$ cat src/rtl/blinker_pkg.sv
// Shared mode encodings and sizing helper for the multi-channel LED blinker.
package blinker_pkg;

  localparam logic [1:0] MODE_OFF   = 2'd0;
  localparam logic [1:0] MODE_ON    = 2'd1;
  localparam logic [1:0] MODE_BLINK = 2'd2;
  localparam logic [1:0] MODE_BURST = 2'd3;

  function automatic int ch_w(input int n);
    return (n > 1) ? $clog2(n) : 1;
  endfunction

endpackage

$ cat src/rtl/blink_channel.sv
// One blinker channel: mode/half-period/burst registers and a half-period counter.
// Outputs are registered; a config write always restarts the counter and beats sync.
module blink_channel
  import blinker_pkg::*;
#(
  parameter int CTR_W      = 26,
  parameter int BURST_W    = 4,
  parameter int DEFAULT_HP = 25000000
) (
  input  logic               i_clk,
  input  logic               i_rst,
  input  logic               i_we,
  input  logic [1:0]         i_mode,
  input  logic [CTR_W-1:0]   i_hp,
  input  logic [BURST_W-1:0] i_burst,
  input  logic               i_sync,
  output logic               o_led,
  output logic               o_tick,
  output logic               o_busy
);

  logic [1:0]         mode_q, mode_d;
  logic [CTR_W-1:0]   hp_q, hp_d;
  logic [CTR_W-1:0]   ctr_q, ctr_d;
  logic [BURST_W-1:0] rem_q, rem_d;
  logic               led_q, led_d;
  logic               tick_q, tick_d;
  logic               term;

  // hp of 0 or 1 both mean "toggle every clock"
  assign term = (hp_q <= CTR_W'(1)) || (ctr_q == hp_q - CTR_W'(1));

  always_comb begin
    mode_d = mode_q;
    hp_d   = hp_q;
    ctr_d  = ctr_q;
    rem_d  = rem_q;
    led_d  = led_q;
    tick_d = 1'b0;
    if (i_we) begin
      ctr_d  = '0;
      hp_d   = i_hp;
      rem_d  = i_burst;
      mode_d = (i_mode == MODE_BURST && i_burst == '0) ? MODE_OFF : i_mode;
      led_d  = (i_mode == MODE_ON) || (i_mode == MODE_BURST && i_burst != '0);
    end else if (i_sync && (mode_q == MODE_BLINK || mode_q == MODE_BURST)) begin
      ctr_d = '0;
      led_d = (mode_q == MODE_BURST);
    end else begin
      case (mode_q)
        MODE_ON: begin
          ctr_d = '0;
          led_d = 1'b1;
        end
        MODE_BLINK: begin
          if (term) begin
            ctr_d  = '0;
            led_d  = ~led_q;
            tick_d = 1'b1;
          end else begin
            ctr_d = ctr_q + CTR_W'(1);
          end
        end
        MODE_BURST: begin
          if (!term) begin
            ctr_d = ctr_q + CTR_W'(1);
          end else begin
            ctr_d = '0;
            if (led_q) begin
              led_d  = 1'b0;
              tick_d = 1'b1;
            end else if (rem_q <= BURST_W'(1)) begin
              // last low phase done: channel parks in OFF, busy drops here
              mode_d = MODE_OFF;
              rem_d  = '0;
            end else begin
              rem_d  = rem_q - BURST_W'(1);
              led_d  = 1'b1;
              tick_d = 1'b1;
            end
          end
        end
        default: begin
          ctr_d = '0;
          led_d = 1'b0;
        end
      endcase
    end
  end

  always_ff @(posedge i_clk) begin
    if (i_rst) begin
      mode_q <= MODE_BLINK;
      hp_q   <= CTR_W'(DEFAULT_HP);
      ctr_q  <= '0;
      rem_q  <= '0;
      led_q  <= 1'b0;
      tick_q <= 1'b0;
    end else begin
      mode_q <= mode_d;
      hp_q   <= hp_d;
      ctr_q  <= ctr_d;
      rem_q  <= rem_d;
      led_q  <= led_d;
      tick_q <= tick_d;
    end
  end

  assign o_led  = led_q;
  assign o_tick = tick_q;
  assign o_busy = (mode_q == MODE_BURST);

endmodule

$ cat src/rtl/multi_chan_blinker.sv
// N-channel LED blinker: decodes config writes to per-channel strobes and fans out sync.
// Channel indices >= N_CH match no strobe, so such writes are dropped.
module multi_chan_blinker
  import blinker_pkg::*;
#(
  parameter int N_CH       = 5,
  parameter int CTR_W      = 26,
  parameter int BURST_W    = 4,
  parameter int DEFAULT_HP = 25000000
) (
  input  logic                    i_clk,
  input  logic                    i_rst,
  input  logic                    i_cfg_we,
  input  logic [ch_w(N_CH)-1:0]   i_cfg_ch,
  input  logic [1:0]              i_cfg_mode,
  input  logic [CTR_W-1:0]        i_cfg_hp,
  input  logic [BURST_W-1:0]      i_cfg_burst,
  input  logic                    i_sync,
  output logic [N_CH-1:0]         o_led,
  output logic [N_CH-1:0]         o_tick,
  output logic [N_CH-1:0]         o_busy
);

  localparam int CH_W = ch_w(N_CH);

  for (genvar k = 0; k < N_CH; k++) begin : g_ch
    logic we;
    assign we = i_cfg_we && (i_cfg_ch == CH_W'(k));

    blink_channel #(
      .CTR_W      (CTR_W),
      .BURST_W    (BURST_W),
      .DEFAULT_HP (DEFAULT_HP)
    ) u_ch (
      .i_clk   (i_clk),
      .i_rst   (i_rst),
      .i_we    (we),
      .i_mode  (i_cfg_mode),
      .i_hp    (i_cfg_hp),
      .i_burst (i_cfg_burst),
      .i_sync  (i_sync),
      .o_led   (o_led[k]),
      .o_tick  (o_tick[k]),
      .o_busy  (o_busy[k])
    );
  end

endmodule

$ cat config.mk
export PLATFORM = sky130hd
export DESIGN_NAME = multi_chan_blinker
export DESIGN_NICKNAME = d
export VERILOG_FILES = /design/src/rtl/blinker_pkg.sv /design/src/rtl/blink_channel.sv /design/src/rtl/multi_chan_blinker.sv
export SDC_FILE = /design/constraint.sdc
export NUM_CORES = 1
export LEC_CHECK = 0
export BUFFER_PORTS_ARGS = -buffer_cell sky130_fd_sc_hd__buf_4
export CELL_PAD_IN_SITES_DETAIL_PLACEMENT = 0
export CELL_PAD_IN_SITES_GLOBAL_PLACEMENT = 2
export CORE_AREA = 10 10 178 263
export CTS_BUF_LIST = sky130_fd_sc_hd__clkbuf_8
export CTS_CLUSTER_DIAMETER = 120
export CTS_CLUSTER_SIZE = 25
export DETAILED_ROUTE_END_ITERATION = 8
export DIE_AREA = 0 0 188 273
export PLACE_DENSITY_LB_ADDON = 0.1
export SYNTH_ARGS = -nofsm -noshare
export SYNTH_HDL_FRONTEND = slang
export SYNTH_SLANG_ARGS = --single-unit
$ cat constraint.sdc
create_clock -name i_clk -period 8.2 [get_ports i_clk]
set_input_delay 0.82 -clock i_clk [delete_from_list [all_inputs] [get_ports i_clk]]
set_output_delay 0.82 -clock i_clk [all_outputs]
set_load 0.1 [all_outputs]
Word-level counts from Yosys, hierarchy flattened
Index checks and enable logic that the tools add are counted.
{"block": "word_totals", "mem_count": 0, "ram_bits": 0, "romBits": 0, "input_bits": 39, "output_inout_bits": 15, "latch_bits": 0, "register_bits": 300}
{"block": "classes", "n_bitwise": 10, "muxes": 116, "n_mul": 0, "n_reduce_logical": 71, "magnitude_cmp": 10, "shifts": 0, "eq_ne": 46, "n_div": 0, "add_sub_neg": 15}
{"op": "adder 26 x 1 -> 26 bit (second input constant)", "count": 5}
{"op": "== test 26 bit", "count": 5}
{"op": "<= comparator 26 x 1 -> 1 bit (second input constant)", "count": 5}
{"op": "subtractor 26 x 1 -> 26 bit (second input constant)", "count": 5}
{"op": "two-way mux 4 bit", "count": 30}
{"op": "two-way mux 2 bit", "count": 31}
{"op": "two-way mux 1 bit", "count": 45}
{"op": "nonzero test 2 bit", "count": 15}
{"op": "AND reduction 5 bit", "count": 5}
{"op": "OR reduction 5 bit", "count": 5}
{"op": "== test 2 bit (second input constant)", "count": 11}
{"op": "<= comparator 4 x 1 -> 1 bit (second input constant)", "count": 5}
{"op": "inequality test 2 x 1 -> 1 bit (second input constant)", "count": 10}
{"op": "inequality test 4 x 2 -> 1 bit (second input constant)", "count": 5}
{"op": "inequality test 4 x 3 -> 1 bit (second input constant)", "count": 5}
{"op": "AND reduction 4 bit", "count": 5}
{"op": "subtractor 4 x 1 -> 4 bit (second input constant)", "count": 5}
{"op": "case mux 1 bit (3 select lines)", "count": 5}
{"op": "OR reduction 3 bit", "count": 5}
{"op": "== test 2 x 1 -> 1 bit (second input constant)", "count": 6}
{"op": "logical AND 1 bit", "count": 12}
{"op": "logical OR 1 bit", "count": 11}
{"op": "inverter 1 bit", "count": 10}
{"op": "case mux 1 bit (2 select lines)", "count": 5}
{"op": "8 further kinds", "count": 17}

Logic depth before layout (Yosys ltp)
Gate-level depths: netlist of run 1.
{"block": "logic_depth", "word_depth": 7, "ltp_mapped": 13, "mapped_depth_nobuf": 11}

Cells and area by module
A second synthesis of run 1 with hierarchy kept.
{"block": "unflattened", "hier_cells": 2175, "area_unflattened_um2": 18610.3}
{"mod": "blink_channel at g_ch[1].u_ch ...", "cells_each": 432, "area_per_inst_um2": 3698.5, "n_inst": 3, "seq_area_each_um2": 1201.2}
{"mod": "blink_channel at g_ch[0].u_ch", "cells_each": 446, "area_per_inst_um2": 3827.4, "n_inst": 1, "seq_area_each_um2": 1201.2}
{"mod": "blink_channel at g_ch[4].u_ch", "cells_each": 428, "area_per_inst_um2": 3623.5, "n_inst": 1, "seq_area_each_um2": 1201.2}
{"mod": "multi_chan_blinker", "cells_each": 5, "area_per_inst_um2": 63.8, "n_inst": 1, "seq_area_each_um2": 0.0}

Worst setup path after synthesis of run 1
Ideal clock, no wire load.
{"block": "synth_path", "path_kind": "reg2reg", "start": "register g_ch[3].u_ch.hp_q[10]", "end": "register g_ch[3].u_ch.rem_q[0]", "setup_slack_ns": 4.761, "period_less_slack_ns": 3.439, "required_ns": 8.079, "stages_incl_launch_ff": 11, "n_path_buf": 1, "arrival_time_ns": 3.318, "setup_time_ns": 0.121, "path_cell_list": "dfxtp_1 or4_1 or2_2 clkbuf_1 nor3_1 mux2_2 o31a_1 nor4b_1 a31oi_1 o31a_1 mux2_2"}
{"block": "synth_via", "elab_chain_cells": 5, "word_cells_on_any_way": 6, "classes_between": "add/sub: 1; order compare: 1; eq/ne: 1; reduce/logical: 3"}
{"item": "start, declared", "line": "blink_channel.sv:23", "source": "logic [CTR_W-1:0] hp_q, hp_d;"}
{"item": "start signal, assigned", "line": "blink_channel.sv:94", "source": "hp_q <= CTR_W'(DEFAULT_HP);"}
{"item": "start signal, assigned", "line": "blink_channel.sv:101", "source": "hp_q <= hp_d;"}
{"item": "subtractor 26 x 1 -> 26 bit", "line": "blink_channel.sv:31", "source": "assign term = (hp_q <= CTR_W'(1)) || (ctr_q == hp_q - CTR_W'(1));"}
{"item": "== test 26 bit", "line": "blink_channel.sv:31"}
{"item": "logical OR 1 bit *", "line": "blink_channel.sv:31"}
{"item": "nonzero test 2 bit (no line) *"}
{"item": "AND reduction 4 bit (no line) *"}
{"item": "end signal, assigned", "line": "blink_channel.sv:103", "source": "rem_q <= rem_d;"}
{"item": "end, declared", "line": "blink_channel.sv:25", "source": "logic [BURST_W-1:0] rem_q, rem_d;"}
Every way passes the cells marked *; elsewhere a longest branch is shown, timed or not.
A chain may end at the register's enable or synchronous reset.

Final worst setup path of run 1
{"block": "layout_path", "start": "register g_ch[0].u_ch.hp_q[0]", "end": "register g_ch[0].u_ch.ctr_q[15]"}
{"block": "layout_via", "elab_chain_cells": 4, "word_cells_on_any_way": 5, "classes_between": "add/sub: 1; order compare: 1; eq/ne: 1; reduce/logical: 2"}
{"item": "start, declared", "line": "blink_channel.sv:23"}
{"item": "start signal, assigned", "line": "blink_channel.sv:94"}
{"item": "start signal, assigned", "line": "blink_channel.sv:101"}
{"item": "subtractor 26 x 1 -> 26 bit", "line": "blink_channel.sv:31"}
{"item": "== test 26 bit", "line": "blink_channel.sv:31"}
{"item": "logical OR 1 bit *", "line": "blink_channel.sv:31"}
{"item": "OR reduction 5 bit (no line) *"}
{"item": "end signal, assigned", "line": "blink_channel.sv:102", "source": "ctr_q <= ctr_d;"}
{"item": "end, declared", "line": "blink_channel.sv:24", "source": "logic [CTR_W-1:0] ctr_q, ctr_d;"}
Marked as above.

==> impl_metrics.py, run 1 <==
metrics = {
    "job": {
        "maxCapViolCount": 0,
    },
    "route": {
        "wl_per_cell_um": 19.23,
        "ant_nets": 0,
        "drt_iter0_markers": 832,
        "wl_um": 53240,
        "drc": 0,
        "vias": 15340,
        "first_pass_iters": 5,
        "vias_per_cell": 5.540,
    },
    "clocking": {
        "numCtsBuffers": 15,
        "clock_path_buffers": 3,
        "clk_pin_slew_ps": 160,
        "clk-insertion-delay-late_ps": 580,
        "cts-root-buf": "clkbuf_8",
        "clock_sinks": 300,
        "htreeDepth": 1,
        "post_cts_buffers": 0,
        "cts_resized": 0,
        "cts_hold_buf": 0,
        "tritoncts": "built",
    },
    "timing": {
        "final-setup-viol-count": 0,
        "final.setup.tns_ps": 0,
        "tightest_slew_ps": 1200,
        "rsz0062_at_grt": "false",
        "drv_slew": 0,
        "post-route-period-util": 0.4998,
        "fin_skew_ps": 13.24,
        "hold_viol": 0,
        "maxSlewHeadroom": 0.1978,
        "post-route-min-period_ps": 4098,
        "clock.fmax_ghz": 0.2440,
    },
    "min_path": {
        "worst_hold_path_type": "flip-flop to flip-flop",
        "hold_depth": 2,
        "min_to": "g_ch[0].u_ch.hp_q[15]",
        "min_from": "g_ch[0].u_ch.hp_q[15]",
    },
    "grt": {
        "grt_pass1_vias": 14830,
        "grtUsageTotal": 0.2020,
        "antenna_found_initial": 1,
        "overflow": 0,
        "grt_start_max_net_pins": 71,
        "grt_pass1_wl_um": 83990,
    },
    "final_layout": {
        "area_growth_syn_to_layout_pct": 5.025,
        "fill_cells": 4408,
        "layout_commonest_cell": "nand2_1",
        "final_nets": 2270,
        "insertedDiodeCount": 0,
        "drive_gt1_frac": 0.05626,
        "mostFrequentLayoutCells": "nand2_1, dfxtp_1, nor2_1, xnor2_1, xor2_1",
    },
    "placement": {
        "hpwl_um": 38760,
        "io_buffers": 53,
        "gp_congestion": 0.8940,
    },
    "floorplan": {
        "ios": 54,
        "rows": 92,
        "dieWidth_um": 188,
        "die_area_mm2": 0.05132,
        "initial_core_util": 0.4166,
        "die_h_um": 273,
        "core_mm2": 0.04190,
    },
    "synthesis": {
        "ys_warn_count": 0,
        "synth_ff_type": "dfxtp_1",
        "yosysUniqueCellTypes": 79,
        "ys_ff_latch": 300,
        "synth.avg_cell_area_um2": 7.757,
        "synth_edf_count": 0,
        "synthArstFlopShare": 0,
        "syn_nets": 2314,
        "yosysSeqAreaShare": 0.3441,
        "mappedNetlistArea_mm2": 0.01745,
        "syn_inst": 2250,
    },
    "worst_setup_path": {
        "end_kind": "flip-flop",
        "r2r_end": "g_ch[0].u_ch.ctr_q[15]",
        "worstRegToRegCells": 11,
        "crit_type": "flip-flop to flip-flop",
        "cp-start-kind": "flip-flop",
        "cp_max_fo": 25,
        "r2r_setup_slack_ps": 4100,
        "r2r_start": "g_ch[0].u_ch.hp_q[0]",
        "cp.required_ps": 8640,
        "worstPathArrival_ps": 4540,
    },
    "power_and_ir_drop": {
        "p_leak_uw": 0.006181,
        "fin_total_pwr_uw": 2458,
        "ir_drop_mv": 0.1581,
        "power_density_mw_per_mm2": 134.1,
    },
    "outcome": {
        "status": "completed",
    },
}
critical path, cell delays in order (launching register included):
cell,delay [ps]
dfxtp_1,430
inv_1,90
ha_1,210
or3b_2,600
xnor2_1,190
or3_1,350
a211oi_1,410
nand4_1,150
nor4_1,340
a31oi_2,280
nand2_1,770
nor2_1,120
synthesized netlist by cell type (11+ instances only):
cell / count / area share
buf_4: 15 / 0.0065
nor2_1: 250 / 0.054
dfxtp_1: 300 / 0.34
or4_1: 27 / 0.012
inv_1: 53 / 0.011
nand4_1: 35 / 0.013
a31oi_1: 18 / 0.0065
clkbuf_1: 92 / 0.020
and3_1: 41 / 0.015
nand2b_1: 19 / 0.0068
ha_1: 25 / 0.018
nand2_1: 364 / 0.078
nand3b_1: 68 / 0.029
nor3_1: 73 / 0.021
a311oi_1: 11 / 0.0055
o21ai_0: 50 / 0.014
nand3_1: 97 / 0.028
or3_1: 26 / 0.0093
a211oi_1: 17 / 0.0073
a21oi_1: 102 / 0.029
xor2_1: 127 / 0.064
xnor2_1: 149 / 0.075
buf_1: 12 / 0.0026
nor4_1: 42 / 0.015
o211ai_1: 18 / 0.0077
mux2i_1: 13 / 0.0075
worst max path at each step:
stage | from | endpoint | slack (ps) | depth (start not counted)
global placement | g_ch[1].u_ch.hp_q[0] | g_ch[1].u_ch.ctr_q[8] | 3980 | 10
CTS | g_ch[1].u_ch.hp_q[0] | g_ch[1].u_ch.ctr_q[6] | 3980 | 10
finish | g_ch[0].u_ch.hp_q[0] | g_ch[0].u_ch.ctr_q[15] | 4100 | 11
global route | g_ch[1].u_ch.hp_q[0] | g_ch[1].u_ch.ctr_q[4] | 3640 | 10
detailed placement | g_ch[1].u_ch.hp_q[0] | g_ch[1].u_ch.ctr_q[6] | 4010 | 10
floorplan | g_ch[3].u_ch.hp_q[10] | g_ch[3].u_ch.rem_q[0] | 4760 | 10
cell type report:
class / count / area [um^2] / area share
Clock buffer: 15 / 206.4 / 0.01126
Inverter: 53 / 198.9 / 0.01085
Timing Repair Buffer: 69 / 518.0 / 0.02826
Tap cell: 564 / 705.7 / 0.03850
Multi-Input combinational cell: 1767 / 10700 / 0.5835
Sequential cell: 300 / 6006 / 0.3276
layer usage:
metal,vias up,part of all wire,global-route usage
met5,-,0.00024,0
met2,257,0.52,0.3727
met3,76,0.029,0.01874
met1,7293,0.42,0.2358
li1,7708,-,-
met4,2,0.037,0.07577
registers in the layout, summed over array words and instances, names as in the netlist:
register and flops:
g_ch.u_ch.ctr_q 130, g_ch.u_ch.hp_q 130, g_ch.u_ch.rem_q 20, g_ch.u_ch.mode_q 10
g_ch.u_ch.o_led 5, g_ch.u_ch.o_tick 5
through the flow:
step                setup slack (ps)  area [um^2]  hold WS (ps)    util  instances
detailed placement              4014        18120         474.6  0.4326       2753
global route                    3641        18330         511.1  0.4375       2768
global placement                3983        18120         462.8  0.4326       2753
CTS                             3976        18330         500.9  0.4375       2768
floorplan                       4761        17450         450.6       -       2250
finish                          4102        18330         497.3  0.4375       2768
power by group:
group / switching (uW) / total [uW] / leakage [uW] / internal (uW)
clock: 476 / 645 / 0.000108 / 169
sequential: 41.1 / 1530 / 0.00243 / 1480
combinational: 192 / 287 / 0.00364 / 95.3
total: 709 / 2460 / 0.00618 / 1750
logic make-up (layout without fill, tap and decap cells):
group | count (synthesis) | in the layout | share of synthesized area
AOI/OAI and AO/OA | 323 | 323 | 0.1230
DFF | 300 | 300 | 0.3441
and+or+nand+nor | 1119 | 1119 | 0.3186
xor gates and xnor gates | 276 | 276 | 0.1385
adders and majority gates | 25 | 25 | 0.01792
buffers and inverters | 183 | 137 | 0.04337
muxes | 24 | 24 | 0.01455
No activity file was read; power rests on OpenSTA's default activity.
==> run 2, diff against run 1 <==
--- a/config.mk
+++ b/config.mk
@@ -8,12 +8,12 @@
 export BUFFER_PORTS_ARGS = -buffer_cell sky130_fd_sc_hd__buf_4
 export CELL_PAD_IN_SITES_DETAIL_PLACEMENT = 0
 export CELL_PAD_IN_SITES_GLOBAL_PLACEMENT = 2
-export CORE_AREA = 10 10 178 263
+export CORE_AREA = 10 10 184 273
 export CTS_BUF_LIST = sky130_fd_sc_hd__clkbuf_8
 export CTS_CLUSTER_DIAMETER = 120
 export CTS_CLUSTER_SIZE = 25
 export DETAILED_ROUTE_END_ITERATION = 8
-export DIE_AREA = 0 0 188 273
+export DIE_AREA = 0 0 194 283
 export PLACE_DENSITY_LB_ADDON = 0.1
 export SYNTH_ARGS = -nofsm -noshare
 export SYNTH_HDL_FRONTEND = slang
==> constraint.sdc (replaced) <==
create_clock -name i_clk -period 4.2 [get_ports i_clk]
set_input_delay 0.42 -clock i_clk [delete_from_list [all_inputs] [get_ports i_clk]]
set_output_delay 0.42 -clock i_clk [all_outputs]
set_load 0.1 [all_outputs]
==> impl_metrics.py, run 2 (synthesis results as in run 1) <==
metrics = {
    "outcome": {
        "status": "completed",
    },
    "timing": {
        "tightest_slew_ps": 1079,
        "post-route-period-util": 0.9114,
        "hold_viol": 0,
        "maxSlewHeadroom": 0.2790,
        "post-route-min-period_ps": 3828,
        "final-setup-viol-count": 0,
        "rsz0062_at_grt": "false",
        "holdWs_ps": 119.8,
        "clock.fmax_ghz": 0.2612,
        "drv_slew": 0,
        "fin_skew_ps": 23.01,
        "final.setup.tns_ps": 0,
    },
    "power_and_ir_drop": {
        "ir_drop_mv": 0.2624,
        "power_density_mw_per_mm2": 261.9,
        "p_leak_uw": 0.006255,
    },
    "clocking": {
        "cts_hold_buf": 0,
        "clock_sinks": 300,
        "numCtsBuffers": 15,
        "clock_path_buffers": 3,
        "cts_resized": 0,
        "clk-insertion-delay-late_ps": 610,
        "post_cts_buffers": 0,
        "tritoncts": "built",
        "cts-root-buf": "clkbuf_8",
        "clk_pin_slew_ps": 170,
        "htreeDepth": 1,
    },
    "grt": {
        "antenna_found_initial": 1,
        "grt_pass1_wl_um": 85460,
        "grt_start_max_net_pins": 81,
        "grtUsageTotal": 0.1909,
        "overflow": 0,
        "grt_pass1_vias": 14930,
    },
    "job": {
        "maxCapViolCount": 0,
    },
    "route": {
        "wl_um": 54880,
        "vias": 15410,
        "vias_per_cell": 5.487,
        "first_pass_iters": 5,
        "drt_iter0_markers": 786,
        "ant_nets": 0,
        "drc": 0,
        "wl_per_cell_um": 19.54,
    },
    "final_layout": {
        "area_growth_syn_to_layout_pct": 5.907,
        "final_nets": 2286,
        "drive_gt1_frac": 0.06306,
        "final_cell_count_no_fill": 2809,
        "reg.largest.list": "g_ch.u_ch.ctr_q x130, g_ch.u_ch.hp_q x130, g_ch.u_ch.rem_q x20",
        "layout_commonest_cell": "nand2_1",
        "mostFrequentLayoutCells": "nand2_1, dfxtp_1, nor2_1, xnor2_1, xor2_1",
    },
    "worst_setup_path": {
        "cp_max_fo": 8,
        "critPathTopFamily": "simple AND/OR/NAND/NOR gates",
        "cp-start-kind": "flip-flop",
        "worstPathArrival_ps": 4350,
        "cp.required_ps": 4720,
        "cpPeakStageDelay_ps": 680,
        "end_kind": "flip-flop",
        "crit_type": "flip-flop to flip-flop",
        "cpMaxStageDelayCell": "nor4_1",
        "worst-path-buf-inv": 0,
        "crit_chain": "nor4_1 -> nand3_1 -> nor3_1 -> mux2_2 -> o31a_1 -> nor4b_1 -> a31oi_1 -> o31a_1 -> mux2_2",
    },
    "floorplan": {
        "rows": 96,
        "ios": 54,
        "core_mm2": 0.04540,
        "dieWidth_um": 194,
        "die_area_mm2": 0.05490,
        "die_h_um": 283,
        "initial_core_util": 0.3844,
    },
    "placement": {
        "hpwl_um": 40670,
        "gp_congestion": 0.8890,
        "io_buffers": 53,
        "place_inst": 2793,
    },
    "min_path": {
        "worst_hold_path_type": "primary input to flip-flop",
    },
}
-- run 2: cell count changes in the layout (fill, tap and decap cells not counted) --
| cell | change |
|---|---|
| a2111oi_0 | -1 |
| a2111oi_1 | +1 |
| a21boi_0 | -1 |
| a21boi_1 | +1 |
| buf_4 | +16 |
| diode_2 | +1 |
-- run 2: path summary, 6_finish.rpt --
path	startpoint	to	slack, ps	cells past startpoint
max	g_ch[3].u_ch.hp_q[2]	g_ch[3].u_ch.rem_q[3]	370	9
min	i_cfg_hp[17]	g_ch[1].u_ch.hp_q[17]	120	3
max reg2reg	g_ch[3].u_ch.hp_q[2]	g_ch[3].u_ch.rem_q[3]	370	9
min reg2reg	g_ch[3].u_ch.ctr_q[0]	g_ch[3].u_ch.ctr_q[0]	510	1
-- run 2: power breakdown --
part / switching (uW) / total, uW / internal, uW
Sequential: 83.0 / 2980 / 2900
Clock: 955 / 1290 / 330
Combinational: 379 / 575 / 196
-- run 2: layer usage --
layer	GRT usage	vias to the layer above	wire (um)
met5	0	-	0
met4	0.09892	0	3071
met3	0.01572	99	1363
met2	0.3355	237	26960
met1	0.2266	7352	23490
li1	-	7725	-
-- run 2: through the flow --
| step | worst slack, ps | utilization | total power (uW) | cell area (um^2) |
|---|---|---|---|---|
| after floorplan | 760.9 | - | 3387 | 17450 |
| after global placement | 506.4 | 0.4025 | 3617 | 18280 |
| after detailed placement | 439.7 | 0.4025 | 3620 | 18280 |
| after CTS | 421.3 | 0.4071 | 4917 | 18480 |
| after global routing | 141.7 | 0.4071 | 5045 | 18490 |
| final | 372.0 | 0.4071 | 4842 | 18490 |
-- run 2: area by class of cell --
| cell class | instances | area [um^2] |
|---|---|---|
| fillers | 4828 | 26920 |
| multi-input cells | 1767 | 10700 |
| flip-flops and latches | 300 | 6006 |
| well taps | 588 | 735.7 |
| repair buffers | 85 | 638.1 |
| clock buffers | 15 | 206.4 |
| inverters | 53 | 198.9 |
| diodes | 1 | 2.502 |
-- run 2: worst register-to-register path, cell delays in order (launching register included) --
cell and delay (ps):
dfxtp_1 410, nor4_1 680, nand3_1 440, nor3_1 340, mux2_2 370, o31a_1 290
nor4b_1 250, a31oi_1 280, o31a_1 410, mux2_2 300
